===== src/rtl/riscv_crypto_aes_sbox_seq_pkg.sv =====
// -----------------------------------------------------------------------------
// riscv_crypto_pkg
// Shared definitions for the AES S-box sequencer and its helpers.
//   seq_state_t       : sequencer state encoding (IDLE / RUN / DONE)
//   AES_SBOX_REQ_RND  : requester id of the round datapath
//   AES_SBOX_REQ_KS   : requester id of the key-schedule unit
//   seq_cnt_width()   : width of the per-request byte counter
// -----------------------------------------------------------------------------
package riscv_crypto_pkg;

    typedef enum logic [1:0] {
        SEQ_IDLE = 2'd0,
        SEQ_RUN  = 2'd1,
        SEQ_DONE = 2'd2
    } seq_state_t;

    localparam logic AES_SBOX_REQ_RND = 1'b0;
    localparam logic AES_SBOX_REQ_KS  = 1'b1;

    // One bit more than needed to index NBYTES bytes, so the counter can
    // also hold NBYTES itself when the S-box output is pipelined.
    function automatic int seq_cnt_width(input int nbytes);
        return $clog2(nbytes) + 1;
    endfunction

endpackage


===== src/rtl/riscv_crypto_aes_sbox_seq_if.sv =====
// -----------------------------------------------------------------------------
// riscv_crypto_aes_sbox_seq_if
// Request/response bundle of the shared S-box sequencer.
//   master modport : requesters + response consumer (drive req_*, rsp_ready,
//                    flush; observe req_ready, rsp_*, busy, dbg_state)
//   slave modport  : the sequencer
// Handshakes: a transfer happens on a rising clock edge where valid and ready
// are both high. A requester holds data/dec stable while valid is high and
// ready is low; it may drop valid before a transfer (request not served).
// The sequencer holds rsp_id/rsp_data stable while rsp_valid is high and
// rsp_ready is low.
// -----------------------------------------------------------------------------
interface riscv_crypto_aes_sbox_seq_if
    import riscv_crypto_pkg::*;
#(
    parameter int NBYTES = 4
);
    logic                  flush;
    logic [1:0]            req_valid;
    logic [1:0]            req_ready;
    logic                  req_dec0;
    logic [8*NBYTES-1:0]   req_data0;
    logic                  req_dec1;
    logic [8*NBYTES-1:0]   req_data1;
    logic                  rsp_valid;
    logic                  rsp_ready;
    logic                  rsp_id;
    logic [8*NBYTES-1:0]   rsp_data;
    logic                  busy;
    seq_state_t            dbg_state;

    modport master (
        output flush, req_valid, req_dec0, req_data0, req_dec1, req_data1, rsp_ready,
        input  req_ready, rsp_valid, rsp_id, rsp_data, busy, dbg_state
    );

    modport slave (
        input  flush, req_valid, req_dec0, req_data0, req_dec1, req_data1, rsp_ready,
        output req_ready, rsp_valid, rsp_id, rsp_data, busy, dbg_state
    );
endinterface


===== src/rtl/riscv_crypto_aes_sbox.sv =====
// -----------------------------------------------------------------------------
// riscv_crypto_aes_sbox
// Combinational AES S-box, forward and inverse.
//   dec_i : 1 = inverse S-box, 0 = forward S-box
//   in_i  : input byte
//   out_o : substituted byte
// Built from the GF(2^8) multiplicative inverse (x^254) and the AES affine
// transform rather than lookup tables.
// -----------------------------------------------------------------------------
module riscv_crypto_aes_sbox (
    input  logic       dec_i,
    input  logic [7:0] in_i,
    output logic [7:0] out_o
);

    function automatic logic [7:0] gf_mul(input logic [7:0] a, input logic [7:0] b);
        logic [7:0] p;
        logic [7:0] aa;
        p  = 8'h00;
        aa = a;
        for (int i = 0; i < 8; i++) begin
            if (b[i]) p = p ^ aa;
            aa = {aa[6:0], 1'b0} ^ (aa[7] ? 8'h1b : 8'h00);
        end
        return p;
    endfunction

    // x^254 = x^2 * x^4 * ... * x^128; maps 0 to 0 as AES requires.
    function automatic logic [7:0] gf_inv(input logic [7:0] x);
        logic [7:0] r;
        logic [7:0] s;
        r = 8'h01;
        s = x;
        for (int i = 1; i < 8; i++) begin
            s = gf_mul(s, s);
            r = gf_mul(r, s);
        end
        return r;
    endfunction

    function automatic logic [7:0] rotl(input logic [7:0] x, input int k);
        return (x << k) | (x >> (8 - k));
    endfunction

    logic [7:0] fwd_out;
    logic [7:0] inv_aff;
    logic [7:0] inv_out;

    assign fwd_out = gf_inv(in_i) ^ rotl(gf_inv(in_i), 1) ^ rotl(gf_inv(in_i), 2)
                   ^ rotl(gf_inv(in_i), 3) ^ rotl(gf_inv(in_i), 4) ^ 8'h63;
    assign inv_aff = rotl(in_i, 1) ^ rotl(in_i, 3) ^ rotl(in_i, 6) ^ 8'h05;
    assign inv_out = gf_inv(inv_aff);
    assign out_o   = dec_i ? inv_out : fwd_out;

endmodule


===== src/rtl/riscv_crypto_aes_sbox_seq_arb.sv =====
// -----------------------------------------------------------------------------
// riscv_crypto_rr_arb2
// Two-way round-robin arbiter for shared functional-unit resources.
//   clk_i, rst_ni : clock, asynchronous active-low reset
//   req_i[1:0]    : request bits
//   en_i          : grants allowed this cycle
//   accept_i      : the granted request is taken at this edge
//   gnt_o[1:0]    : one-hot grant (zero when disabled or no request)
//   gnt_id_o      : index of the requester that would be granted
// The pointer names the favoured requester on a tie; after an accept it
// moves to the other requester. Reset favours requester 0.
// -----------------------------------------------------------------------------
module riscv_crypto_rr_arb2 (
    input  logic       clk_i,
    input  logic       rst_ni,
    input  logic [1:0] req_i,
    input  logic       en_i,
    input  logic       accept_i,
    output logic [1:0] gnt_o,
    output logic       gnt_id_o
);

    logic ptr_q;

    always_comb begin
        gnt_id_o = ptr_q;
        if (req_i == 2'b01)      gnt_id_o = 1'b0;
        else if (req_i == 2'b10) gnt_id_o = 1'b1;
        gnt_o = 2'b00;
        if (en_i && req_i[gnt_id_o]) gnt_o = gnt_id_o ? 2'b10 : 2'b01;
    end

    always_ff @(posedge clk_i or negedge rst_ni) begin
        if (!rst_ni) begin
            ptr_q <= 1'b0;
        end else if (accept_i) begin
            ptr_q <= ~gnt_id_o;
        end
    end

endmodule


===== src/rtl/riscv_crypto_aes_sbox_seq.sv =====
// -----------------------------------------------------------------------------
// riscv_crypto_aes_sbox_seq
// Shares one AES S-box between the round datapath (id 0) and the key
// schedule (id 1). An accepted word is pushed through the S-box one byte per
// cycle, LSB byte first, and returned on a valid/ready response channel.
//   g_clk, g_resetn : clock, asynchronous active-low reset
//   bus (slave)     : flush, req_valid/req_ready, req_dec0/1, req_data0/1,
//                     rsp_valid/rsp_ready, rsp_id, rsp_data, busy, dbg_state
// Parameter NBYTES (1..8) must match the interface instance.
// Optional macro RISCV_CRYPTO_SBOX_SEQ_REG_EN: registers the S-box output,
// adding one cycle of latency (NBYTES+1 instead of NBYTES).
// -----------------------------------------------------------------------------
module riscv_crypto_aes_sbox_seq
    import riscv_crypto_pkg::*;
#(
    parameter int NBYTES = 4
)
(
    input  logic                             g_clk,
    input  logic                             g_resetn,
    riscv_crypto_aes_sbox_seq_if.slave       bus
);

    localparam int            W        = 8 * NBYTES;
    localparam int            CW       = seq_cnt_width(NBYTES);
    localparam logic [CW-1:0] LAST_IDX = CW'(NBYTES - 1);

    seq_state_t    state_q;
    logic [CW-1:0] cnt_q;
    logic [W-1:0]  data_q;
    logic [W-1:0]  result_q;
    logic          dec_q;
    logic          id_q;
    logic          rsp_valid_q;
    logic          busy_q;
    logic          rst_done_q;   // keeps req_ready low while in reset

    logic          grant_en;
    logic [1:0]    gnt;
    logic          gnt_id;
    logic          accept;
    logic [W-1:0]  data_d;
    logic          dec_d;
    logic [7:0]    sbox_in;
    logic [7:0]    sbox_out;

`ifdef RISCV_CRYPTO_SBOX_SEQ_REG_EN
    localparam logic [CW-1:0] NB_C = CW'(NBYTES);
    logic [7:0]    pipe_q;
    logic [CW-1:0] pipe_idx_q;
    logic          pipe_vld_q;
`endif

    assign grant_en = rst_done_q && (state_q == SEQ_IDLE) && !bus.flush;

    riscv_crypto_rr_arb2 u_arb (
        .clk_i    (g_clk),
        .rst_ni   (g_resetn),
        .req_i    (bus.req_valid),
        .en_i     (grant_en),
        .accept_i (accept),
        .gnt_o    (gnt),
        .gnt_id_o (gnt_id)
    );

    // gnt is already qualified by req_valid, so any grant bit is a handshake.
    assign accept = |gnt;
    assign data_d = (gnt_id == AES_SBOX_REQ_KS) ? bus.req_data1 : bus.req_data0;
    assign dec_d  = (gnt_id == AES_SBOX_REQ_KS) ? bus.req_dec1  : bus.req_dec0;

    always_comb begin
        sbox_in = 8'h00;
        for (int b = 0; b < NBYTES; b++) begin
            if (cnt_q == CW'(b)) sbox_in = data_q[8*b +: 8];
        end
    end

    riscv_crypto_aes_sbox u_sbox (
        .dec_i (dec_q),
        .in_i  (sbox_in),
        .out_o (sbox_out)
    );

    always_ff @(posedge g_clk or negedge g_resetn) begin
        if (!g_resetn) begin
            state_q     <= SEQ_IDLE;
            cnt_q       <= '0;
            data_q      <= '0;
            result_q    <= '0;
            dec_q       <= 1'b0;
            id_q        <= AES_SBOX_REQ_RND;
            rsp_valid_q <= 1'b0;
            busy_q      <= 1'b0;
            rst_done_q  <= 1'b0;
`ifdef RISCV_CRYPTO_SBOX_SEQ_REG_EN
            pipe_q      <= 8'h00;
            pipe_idx_q  <= '0;
            pipe_vld_q  <= 1'b0;
`endif
        end else begin
            rst_done_q <= 1'b1;
            case (state_q)
                SEQ_IDLE: begin
                    if (accept) begin
                        data_q  <= data_d;
                        dec_q   <= dec_d;
                        id_q    <= gnt_id;
                        cnt_q   <= '0;
                        busy_q  <= 1'b1;
                        state_q <= SEQ_RUN;
                    end
                end
                SEQ_RUN: begin
                    if (bus.flush) begin
                        busy_q  <= 1'b0;
                        state_q <= SEQ_IDLE;
`ifdef RISCV_CRYPTO_SBOX_SEQ_REG_EN
                        pipe_vld_q <= 1'b0;
`endif
                    end else begin
`ifdef RISCV_CRYPTO_SBOX_SEQ_REG_EN
                        // Issue stage: byte cnt_q enters the pipeline register.
                        if (cnt_q < NB_C) begin
                            pipe_q     <= sbox_out;
                            pipe_idx_q <= cnt_q;
                            pipe_vld_q <= 1'b1;
                            cnt_q      <= cnt_q + 1'b1;
                        end else begin
                            pipe_vld_q <= 1'b0;
                        end
                        // Write stage: the byte issued last cycle lands in result.
                        if (pipe_vld_q) begin
                            for (int b = 0; b < NBYTES; b++) begin
                                if (pipe_idx_q == CW'(b)) result_q[8*b +: 8] <= pipe_q;
                            end
                            if (pipe_idx_q == LAST_IDX) begin
                                rsp_valid_q <= 1'b1;
                                state_q     <= SEQ_DONE;
                            end
                        end
`else
                        for (int b = 0; b < NBYTES; b++) begin
                            if (cnt_q == CW'(b)) result_q[8*b +: 8] <= sbox_out;
                        end
                        if (cnt_q == LAST_IDX) begin
                            rsp_valid_q <= 1'b1;
                            state_q     <= SEQ_DONE;
                        end else begin
                            cnt_q <= cnt_q + 1'b1;
                        end
`endif
                    end
                end
                SEQ_DONE: begin
                    // A flush drops the response even if it is being taken.
                    if (bus.flush || bus.rsp_ready) begin
                        rsp_valid_q <= 1'b0;
                        busy_q      <= 1'b0;
                        state_q     <= SEQ_IDLE;
                    end
                end
                default: begin
                    rsp_valid_q <= 1'b0;
                    busy_q      <= 1'b0;
                    state_q     <= SEQ_IDLE;
                end
            endcase
        end
    end

    assign bus.req_ready = gnt;
    assign bus.rsp_valid = rsp_valid_q;
    assign bus.rsp_id    = id_q;
    assign bus.rsp_data  = result_q;
    assign bus.busy      = busy_q;
    assign bus.dbg_state = state_q;

endmodule


===== src/flat_wrapper.sv =====
// flat-port wrapper written by rule: the top's interface ports become plain ports
module riscv_crypto_aes_sbox_seq_flat import riscv_crypto_pkg::*;
#(
    parameter int NBYTES = 4
)
  (g_clk, g_resetn, bus_flush, bus_req_valid, bus_req_dec0, bus_req_data0, bus_req_dec1, bus_req_data1, bus_rsp_ready, bus_req_ready, bus_rsp_valid, bus_rsp_id, bus_rsp_data, bus_busy, bus_dbg_state);
  riscv_crypto_aes_sbox_seq_if #(.NBYTES(NBYTES)) bus_i ();
  input  logic g_clk;
  input  logic g_resetn;
  input wire logic [$bits(bus_i.flush)-1:0] bus_flush;
  input wire logic [$bits(bus_i.req_valid)-1:0] bus_req_valid;
  input wire logic [$bits(bus_i.req_dec0)-1:0] bus_req_dec0;
  input wire logic [$bits(bus_i.req_data0)-1:0] bus_req_data0;
  input wire logic [$bits(bus_i.req_dec1)-1:0] bus_req_dec1;
  input wire logic [$bits(bus_i.req_data1)-1:0] bus_req_data1;
  input wire logic [$bits(bus_i.rsp_ready)-1:0] bus_rsp_ready;
  output wire logic [$bits(bus_i.req_ready)-1:0] bus_req_ready;
  output wire logic [$bits(bus_i.rsp_valid)-1:0] bus_rsp_valid;
  output wire logic [$bits(bus_i.rsp_id)-1:0] bus_rsp_id;
  output wire logic [$bits(bus_i.rsp_data)-1:0] bus_rsp_data;
  output wire logic [$bits(bus_i.busy)-1:0] bus_busy;
  output wire logic [$bits(bus_i.dbg_state)-1:0] bus_dbg_state;
  assign bus_i.flush = bus_flush;
  assign bus_i.req_valid = bus_req_valid;
  assign bus_i.req_dec0 = bus_req_dec0;
  assign bus_i.req_data0 = bus_req_data0;
  assign bus_i.req_dec1 = bus_req_dec1;
  assign bus_i.req_data1 = bus_req_data1;
  assign bus_i.rsp_ready = bus_rsp_ready;
  assign bus_req_ready = bus_i.req_ready;
  assign bus_rsp_valid = bus_i.rsp_valid;
  assign bus_rsp_id = bus_i.rsp_id;
  assign bus_rsp_data = bus_i.rsp_data;
  assign bus_busy = bus_i.busy;
  assign bus_dbg_state = bus_i.dbg_state;
  riscv_crypto_aes_sbox_seq #(.NBYTES(NBYTES)) u_core (.g_clk(g_clk), .g_resetn(g_resetn), .bus(bus_i));
endmodule

===== config.mk =====
export PLATFORM = sky130hd
export DESIGN_NAME = riscv_crypto_aes_sbox_seq_flat
export DESIGN_NICKNAME = d
export VERILOG_FILES = /design/src/rtl/riscv_crypto_aes_sbox_seq_pkg.sv /design/src/rtl/riscv_crypto_aes_sbox_seq_if.sv /design/src/rtl/riscv_crypto_aes_sbox.sv /design/src/rtl/riscv_crypto_aes_sbox_seq_arb.sv /design/src/rtl/riscv_crypto_aes_sbox_seq.sv /design/src/flat_wrapper.sv
export SDC_FILE = /design/constraint.sdc
export NUM_CORES = 1
export LEC_CHECK = 0
export CAP_MARGIN = 20
export CORE_MARGIN = 2
export CORE_UTILIZATION = 35
export DETAILED_ROUTE_END_ITERATION = 12
export PLACE_DENSITY_LB_ADDON = 0.25
export SETUP_SLACK_MARGIN = 0.2
export SYNTH_ARGS = -nofsm -noshare
export SYNTH_HDL_FRONTEND = slang
export SYNTH_SLANG_ARGS = --single-unit

===== constraint.sdc =====
create_clock -name g_clk -period 19.31 [get_ports g_clk]
set_input_delay 5.793 -clock g_clk [delete_from_list [all_inputs] [get_ports g_clk]]
set_output_delay 5.793 -clock g_clk [all_outputs]
set_load 0.02 [all_outputs]

==> summary.md <==
| Metric | Value |
|---|---|
| Synthesis-to-finish area growth | `10.5%` |
| WL met1 | `~50000 um` |
| HP Start | `u_core.bus.rsp_id` |
| Max Freq | `around 55 MHz` |
| Initial DRC Count | `2669` |
| Antenna viol nets, final | `0` |
| #FFs+latches synth | `75` |
| Initial antenna violation count | `0` |
| Drt total wl | `103000 um` |
| CTS tree | `yes` |
| R2R setup slack | `1.27 ns` |
| Clock latency on the worst-skew pair | `0.35 ns` |
| Htree depth | `3` |
| Final min period | `between 15 and 20 ns` |
| Setup Crit Path Kind | `flip-flop to flip-flop` |
| Worst slew pin tran | `1.08 ns` |
| Critical path peak fanout | `19` |
| RePlAce Congestion | `0.902` |
| Vias in the first global route | `28400` |
| FFs w/ async S/R, synth | `100%` |
| Slew margin rel. | `between 20 and 30%` |
| First-pass GRT wire length | `164000 um` |
| Layout cell share with drive strength beyond 1 | `11.1%` |
| Commonest cells after routing, fill and taps aside | `850 x xnor2_1, 623 x nor2_1, 377 x nand2_1` |
| Nets@finish | `about 4500` |
| Final worst-path cycle share | `93.4%` |
| Crit. End Element | `flip-flop` |
| Clock transition at path regs | `0.07 ns` |
| EDFF count, synth | `0` |
| Dpl hpwl | `75600 um` |
| Sequential share of the synthesized area | `5.72%` |
| Crit-path max cell delay | `0.85 ns` |
| Avg WL per Cell | `18.2 um` |
| Starting Density | `35.2%` |
| Metal3 WL | `4860 um` |
| Avg Inst Size Synth | `between 7 and 8 sq um` |
| Num rows | `112` |
| CP arrival | `~18 ns` |
| Chip width | `310 um` |
| Root buffer cell | `clkbuf_16` |
| Synth warnings | `0` |
| Total of max-cap violations | `0` |
| Yosys cell types | `between 100 and 150` |
| Number of I/O pins | `~110` |
| Largest net degree at the start of global routing | `76` |
| Unrepaired setup endpoints after global routing | `false` |
| CTS sink cnt | `75` |
| R2r startpoint | `u_core.cnt_q[0]` |
| Vias | `30900` |
| CTS Buf Count | `9` |
| Die height | `310 um` |
| WL met2 | `around 47000 um` |
| Mapped Nets | `around 4500` |
| Worst EP required | `just under 20 ns` |
| Post-Synthesis Cells | `4376` |
| Grt total ovfl | `0` |
| Commonest non-fill, non-tap cell in the layout | `xnor2_1` |
| CP dominant cell by count | `xnor2_1` |
| Final setup violation count | `0` |
| Netlist Area Pre-Place | `roughly 33000 sq um` |
| Port buffer count | `110` |
| Final Hold Vio Count | `0` |
| Outcome | `finished clean` |
| Worst setup SP type | `flip-flop` |
| Total GRT Usage | `between 20% and 30%` |
| Final-layout fill cell count | `9619` |
| Highest routed layer | `met4` |
| Die area | `96300 sq um` |
| Final Max Tran Viols | `0` |
| Diode count | `0` |
| CP max stage cell | `xnor3_1` |
| Setup clock skew after layout | `0.0110 ns` |
| Drt pass-1 iters | `6` |
| CTS max path bufs | `2` |
| Worst hold-check path type | `flip-flop to flip-flop` |
| Setup TNS | `0 ns` |
| Vias per cell | `5.50` |
| Remaining DRCs | `0` |
| Core ar. | `93200 sq um` |
| Crit path from | `u_core.cnt_q[0]` |
| Synth Flop Type | `dfrtp_1` |
-- state kept, by name, summed over array words and instances (netlist names) --
signal	cells
u_core.bus.busy	1
u_core.rst_done_q	1
u_core.cnt_q	3
u_core.data_q	32
u_core.bus.rsp_data	32
u_core.bus.rsp_valid	1
u_core.u_arb.ptr_q	1
u_core.dec_q	1
u_core.bus.rsp_id	1
u_core.bus.dbg_state	2
-- worst paths after layout --
kind                                            to  cells past startpoint
max reg2reg                u_core.bus.rsp_data[21]                     61
max                        u_core.bus.rsp_data[21]                     61
min reg2reg                      u_core.bus.rsp_id                      1
max in group asynchronous   u_core.bus.rsp_data[8]                      1
min                              u_core.bus.rsp_id                      1
min in group asynchronous        u_core.data_q[24]                      1
-- cell usage after synthesis (22+ instances only) --
library cell,n,area share (%)
xnor2_1,888,24
xnor3_1,104,7.1
o31ai_1,29,0.66
xor2_1,192,5.1
mux2i_1,150,4.6
o21ai_1,38,0.58
mux2_2,22,0.75
inv_1,55,0.63
xnor2_2,69,3.4
nor2_1,624,7.1
a211oi_1,54,1.2
dfrtp_1,75,5.7
a221oi_1,27,0.72
o22ai_1,74,1.4
a21oi_1,249,3.8
nand3_1,92,1.4
or3_1,24,0.46
nor2b_1,25,0.48
buf_2,58,0.88
and2_1,43,0.82
a22oi_1,31,0.71
a31oi_1,44,0.84
o211ai_1,39,0.89
nand2_1,378,4.3
o21ai_0,181,2.8
clkbuf_1,182,2.1
buf_1,32,0.37
nor3_1,120,1.8
-- what timing repair did --
action / 4_1_cts / 5_1_grt
setup buffers: 0 / 15
gates resized for setup: 4 / 43
pin swaps: 0 / 7
gates cloned: 0 / 0
setup endpoints to repair: 30 / 32
hold buffers: 0 / 0
-- metrics by stage --
stage | hold WS, ns | std cells | setup slack [ns] | utilization (%) | instance area (sq um)
global placement | 0.463 | 5593 | 0.166 | 38.2 | 35600
finish | 0.479 | 5625 | 1.27 | 38.9 | 36300
detailed placement | 0.470 | 5593 | 0.00316 | 38.2 | 35600
floorplan | 0.441 | 4376 | 2.96 | - | 32800
global route | 0.495 | 5625 | 0.186 | 38.9 | 36300
CTS | 0.483 | 5609 | 0.251 | 38.5 | 35900
-- cells by family after synthesis --
group / share of synthesized area [%]
AO/OA/AOI/OAI: 19.6
XOR/XNOR: 44.2
adder cells (fa/ha/maj): 0.747
buffers and inverters: 4.71
flip-flops: 5.72
multiplexers: 5.54
other: 0.0114
AND/OR/NAND/NOR: 19.4
-- worst max-delay path: cells and delay by family, from the launching register on --
kind                     cells  cell delay (ns)
adder cells (fa/ha/maj)      4             1.29
AND/OR/NAND/NOR              9             1.39
flip-flops                   1             0.42
XOR/XNOR                    36            12.06
AO/OA/AOI/OAI                6             1.51
multiplexers                 1             0.29
buffers and inverters        5             0.93
-- final cells by class --
| cell class | count | area [sq um] | share of cell area [%] |
|---|---|---|---|
| clock buffer | 9 | 225 | 0.621 |
| clock inverter | 7 | 65.1 | 0.179 |
| inverter | 67 | 255 | 0.704 |
| multi-input combinational | 3940 | 30000 | 82.6 |
| sequential | 75 | 1880 | 5.17 |
| tap | 1254 | 1570 | 4.32 |
| timing repair buffer | 273 | 2320 | 6.40 |
-- layer usage --
layer / up-vias / GRT usage (%)
met5: - / 0
met4: 0 / 3.56
met3: 116 / 1.08
met2: 919 / 33.7
met1: 14700 / 30.4
li1: 15200 / -
Power is not shown: default switching activity piles up to over one toggle a cycle in this logic, so the estimate is an artifact.
